===== config.mk =====
export PLATFORM = sky130hd
export DESIGN_NAME = mb_deser
export DESIGN_NICKNAME = d
export VERILOG_FILES = /design/src/rtl/mb_pkg.sv /design/src/rtl/mb_deser.sv
export SDC_FILE = /design/constraint.sdc
export NUM_CORES = 2
export LEC_CHECK = 0
export CAP_MARGIN = 30
export CORE_ASPECT_RATIO = 0.7
export CORE_MARGIN = 3
export CORE_UTILIZATION = 28
export CTS_BUF_LIST = sky130_fd_sc_hd__clkbuf_4 sky130_fd_sc_hd__clkbuf_8
export DETAILED_ROUTE_END_ITERATION = 12
export GPL_ROUTABILITY_DRIVEN = 0
export PLACE_DENSITY_LB_ADDON = 0.15
export SLEW_MARGIN = 20
export SYNTH_ARGS = -nofsm -noshare
export SYNTH_HDL_FRONTEND = slang
export SYNTH_SLANG_ARGS = --single-unit
export TNS_END_PERCENT = 5

===== constraint.sdc =====
create_clock -name clk -period 2.6 [get_ports clk]
set_input_delay 0.52 -clock clk [delete_from_list [all_inputs] [get_ports clk]]
set_output_delay 0.52 -clock clk [all_outputs]
set_load 0.05 [all_outputs]

===== src/rtl/mb_pkg.sv =====
// rtl/mb_pkg.sv - shared macroblock word types for the coefficient deserializer
package mb_pkg;

    localparam int MB_MAX = 64;
    localparam int POS_W  = 6;

    typedef logic [POS_W-1:0] mb_pos_t;

    // One assembled macroblock; element 0 lives at index MB_MAX-1.
    typedef struct packed {
        logic [MB_MAX-1:0]    sign;
        mb_pos_t [MB_MAX-1:0] pos;
        logic [6:0]           size;
    } mb_word_t;

endpackage


===== src/rtl/mb_deser.sv =====
// rtl/mb_deser.sv - coefficient stream to macroblock word assembler (optional MB_DESER_ERR_EN)
module mb_deser
    import mb_pkg::*;
(
    input  logic                 clk,
    input  logic                 rst,
    input  logic                 clk_en,
    input  logic                 sign_in,
    input  logic [6:0]           pos_in,
    input  logic                 in_wr,
    input  logic                 slice_end_in,
    input  logic                 mb_full,
    output logic                 in_afull,
    output logic                 mb_wr,
    output logic [MB_MAX-1:0]    sign_out,
    output mb_pos_t [MB_MAX-1:0] pos_out,
    output logic [6:0]           size_out,
    output logic                 slice_end_out,
    output logic                 proto_err
);

    // asm_q.size doubles as the running element count of the open MB
    mb_word_t asm_q, asm_d;
    mb_word_t out_q, out_d;
    logic     out_valid_q, out_valid_d;
    logic     se_pend_q, se_pend_d;

    logic     hold;
    logic     accept;
    logic     close;
    logic     se_fire;
    logic [5:0] idx;
    mb_word_t asm_fill;

    assign mb_wr         = clk_en && out_valid_q && !mb_full;
    assign hold          = out_valid_q && !mb_wr;
    assign accept        = clk_en && in_wr && !hold;
    assign close         = accept && (pos_in[6] || (asm_q.size == 7'd63));
    assign in_afull      = hold || close;
    assign se_fire       = clk_en && se_pend_q && !out_valid_q;
    assign slice_end_out = se_fire;

    assign sign_out = out_q.sign;
    assign pos_out  = out_q.pos;
    assign size_out = out_q.size;

    // Next-state for assembly/output buffers and the pending slice-end flag
    always_comb begin
        idx      = ~asm_q.size[5:0];
        asm_fill = asm_q;
        asm_fill.sign[idx] = sign_in;
        asm_fill.pos[idx]  = pos_in[5:0];
        asm_fill.size      = asm_q.size + 7'd1;

        asm_d = asm_q;
        out_d = out_q;
        if (accept) begin
            // closing hands the filled word to the output and starts a clean buffer
            asm_d = close ? '0 : asm_fill;
        end
        if (close) begin
            out_d = asm_fill;
        end

        // a close in the same cycle as mb_wr reloads the output without a gap
        out_valid_d = close || (out_valid_q && !mb_wr);

        // a slice end arriving while one is pending merges into it
        if (se_pend_q) begin
            se_pend_d = !se_fire;
        end else begin
            se_pend_d = slice_end_in;
        end
    end

    // State registers; everything freezes while clk_en is low
    always_ff @(posedge clk or negedge rst) begin
        if (!rst) begin
            asm_q       <= '0;
            out_q       <= '0;
            out_valid_q <= 1'b0;
            se_pend_q   <= 1'b0;
        end else if (clk_en) begin
            asm_q       <= asm_d;
            out_q       <= out_d;
            out_valid_q <= out_valid_d;
            se_pend_q   <= se_pend_d;
        end
    end

`ifdef MB_DESER_ERR_EN
    logic err_q, err_d;

    // Sticky error: dropped write, forced close at 64 without last, merged slice end
    always_comb begin
        err_d = err_q
             || (clk_en && in_wr && !accept)
             || (close && !pos_in[6])
             || (clk_en && slice_end_in && se_pend_q);
    end

    // Error flag register
    always_ff @(posedge clk or negedge rst) begin
        if (!rst) begin
            err_q <= 1'b0;
        end else if (clk_en) begin
            err_q <= err_d;
        end
    end

    assign proto_err = err_q;
`else
    assign proto_err = 1'b0;
`endif

endmodule


==> flow_metrics.py <==
metrics = {
    "critical_path": {
        "worstPathRequired_ps": 2080,
        "cpMostUsedCell": "buf_12",
        "worstPathCellList": "ha_4 > nand3_4 > nor3_4 > buf_12 > o21ai_4 > nand2_2 > buf_12",
        "worstPathMaxFanout": 2,
        "cp.depth": 7,
        "worstSetupPathType": "reg2out",
        "arrival_ps": 2220,
        "max_stage_delay_ps": 410,
        "critical_path.top_delay_family": "flip-flops",
        "crit_start": "asm_q[1]$_DFFE_PN0P_",
        "rr_startpoint": "asm_q[1]$_DFFE_PN0P_",
        "cp_slowest_cell": "dfrtp_1",
        "rr_worst_depth": 7,
        "cp-end-kind": "output pin",
        "cp.buffers_inverters": 2,
        "start_kind": "flop",
    },
    "final_layout": {
        "nFillCells": 13686,
        "regArea_sq_um": 22830,
        "drive_gt1_frac": 0.4489,
        "multi_input_area_sq_um": 16350,
        "layout_commonest_cell": "dfrtp_1",
        "final_cell_mix": "dfrtp_1, mux2_2, a32o_1",
        "nets": 3361,
        "fin_cells": 5339,
        "area_delta_synth_final_pct": 28.24,
    },
    "sta": {
        "fin_crit_sh": 1.055,
        "fmax_mhz": 364.5,
        "setup_ws_ps": -143.7,
        "setup_viol": 1,
        "drv_slew": 0,
        "skew_ps": 37.42,
        "worst_pin_slew_ps": 1000,
        "relSlewSlack": 0.3274,
        "hold_viol": 0,
        "rsz0062_at_grt": "true",
        "period_needed_ps": 2744,
    },
    "yosys": {
        "avgSynthCellArea_sq_um": 14.69,
        "synth_edf_count": 0,
        "synthFlopType": "dfrtp_1",
        "synth-async-reset-ratio": 1.000,
        "seq_area_frac_synth": 0.5646,
        "syn_inst": 2752,
        "ys_seq_elements": 912,
        "syn_nets": 2767,
        "yosys_warnings": 0,
        "synth_area_sq_um": 40420,
        "synth_cell_types": 42,
    },
    "global_routing": {
        "antenna_found_initial": 7,
        "grt_overflow": 0,
        "grt_pass1_vias": 29426,
        "grt_start_max_net_pins": 103,
        "track_usage": 0.1759,
        "grt_pass1_wl_um": 197400,
    },
    "run_status": {
        "status": "complete, but fails checks",
        "violations": "negative setup slack",
    },
    "routing": {
        "routedWlPerCell_um": 24.88,
        "vias": 27208,
        "drt-total-wl_um": 132800,
        "drtIter0Drc": 1478,
        "ant_nets": 0,
        "firstDrtPassIters": 5,
        "drc": 0,
        "via_per_inst": 5.096,
    },
    "clocking": {
        "clockBufferDepth": 3,
        "clk_latency_ps": 890,
        "cts_tree": "done",
        "cts-root-buf": "clkbuf_8",
        "cts_made_buffers": 157,
        "clkTransAtPathRegs_ps": 60,
        "cts_sinks": 912,
        "htreeDepth": 4,
    },
    "floorplanning": {
        "die_x_um": 460.1,
        "chipHeight_um": 323.9,
        "initial_core_util": 0.2849,
        "fp-row-count": 115,
        "die_area_sq_um": 149000,
        "io_pins": 473,
        "core_sq_um": 141900,
    },
    "pwr": {
        "peakVddDrop_mv": 0.3747,
        "powerDensity_nw_per_um2": 606.2,
        "power_mw": 31.42,
        "p_leak_nw": 26.26,
    },
    "placed_design": {
        "dp.cells": 5039,
        "place_hpwl_um": 89710,
        "portBuffers": 471,
        "dpl_worst_slack_ps": -237.6,
    },
    "worst_hold_path": {
        "min_path_cells": 2,
        "hold_path_class": "in2reg",
        "hold_path_startpoint": "pos_in[0]",
    },
    "flow_run": {
        "cap_violations": 0,
    },
}
==> routing by layer <==
layer / vias to the layer above / routed length [um] / track usage
li1: 11876 / - / -
met1: 14484 / 58770 / 0.2299
met2: 659 / 65890 / 0.2993
met3: 189 / 5645 / 0.03340
met4: 0 / 2532 / 0.04608
met5: - / 0 / 0
==> timing repair <==
item	in CTS	in global routing
resized for setup	461	18
endpoints found under the hold margin	513	0
pin swaps	3	10
endpoints found under the setup margin	462	90
hold buffers	2	0
buffers inserted	5	4
==> through the flow <==
| step | hold slack, ps | cell area [sq um] | util | TNS (ps) |
|---|---|---|---|---|
| 2_1_floorplan | 224.4 | 40420 | - | 0 |
| 3_3_place_gp | 467.4 | 48850 | 0.3443 | -86120 |
| 3_5_place_dp | 473.3 | 48880 | 0.3446 | -80470 |
| 4_1_cts | 8.052 | 51620 | 0.3639 | -265.9 |
| 5_1_grt | 41.21 | 51830 | 0.3653 | -430.2 |
| 6_report | 146.3 | 51840 | 0.3654 | -143.7 |
==> cell families (layout without fill, tap and decap cells) <==
logic type,count (synthesis),after routing,share of synthesized area
other cells,1,11,0.00009277
flops,912,912,0.5646
mux,904,904,0.2518
simple gates,101,101,0.02192
fa+ha+maj,1,1,0.0003095
compound gates,525,525,0.1251
xor+xnor,5,5,0.001084
buf+inv,303,1008,0.03516
==> sequential cells by signal, indices dropped and copies added (netlist names) <==
register and count:
pos_out 384, asm_q 455, out_valid_q 1, se_pend_q 1
sign_out 64, size_out 7
==> layout make-up <==
type / count / area share
clock inverters: 22 / 0.003017
multi-input cells: 1537 / 0.3155
well taps: 1872 / 0.04518
inverters: 3 / 0.0002172
repair buffers: 735 / 0.1370
flip-flops and latches: 912 / 0.4403
clock buffers: 248 / 0.05836
diodes: 10 / 0.0004827
==> where the power goes <==
group	leakage [nW]	switching [mW]	internal [mW]
Sequential	12.7	0.163	14.5
Clock	1.70	6.04	7.43
Combinational	11.9	2.29	1.05
==> final timing paths <==
check | to | slack (ps)
setup / recovery | in_afull | -140
max in group asynchronous | pos_out[94]$_DFFE_PN0P_ | 1450
min in group asynchronous | pos_out[216]$_DFFE_PN0P_ | 170
setup reg to reg | pos_out[118]$_DFFE_PN0P_ | 50
hold / removal | asm_q[385]$_DFFE_PN0P_ | 150
hold reg to reg | asm_q[105]$_DFFE_PN0P_ | 490
==> Yosys cell counts, types with 4 or more instances <==
cell	instances	area share
nand3b_4	4	0.0020
nand2_1	5	0.00046
buf_1	7	0.00065
mux2_1	6	0.0017
buf_4	46	0.0085
o21ai_0	4	0.00050
nor2_4	34	0.0095
a32o_1	448	0.11
clkbuf_1	158	0.015
o31ai_1	65	0.012
buf_2	89	0.011
nor2_1	10	0.00093
nor2_2	20	0.0031
mux2_2	896	0.25
dfrtp_1	912	0.56
a22o_1	4	0.00087
Power figures use the tool's default switching activity.
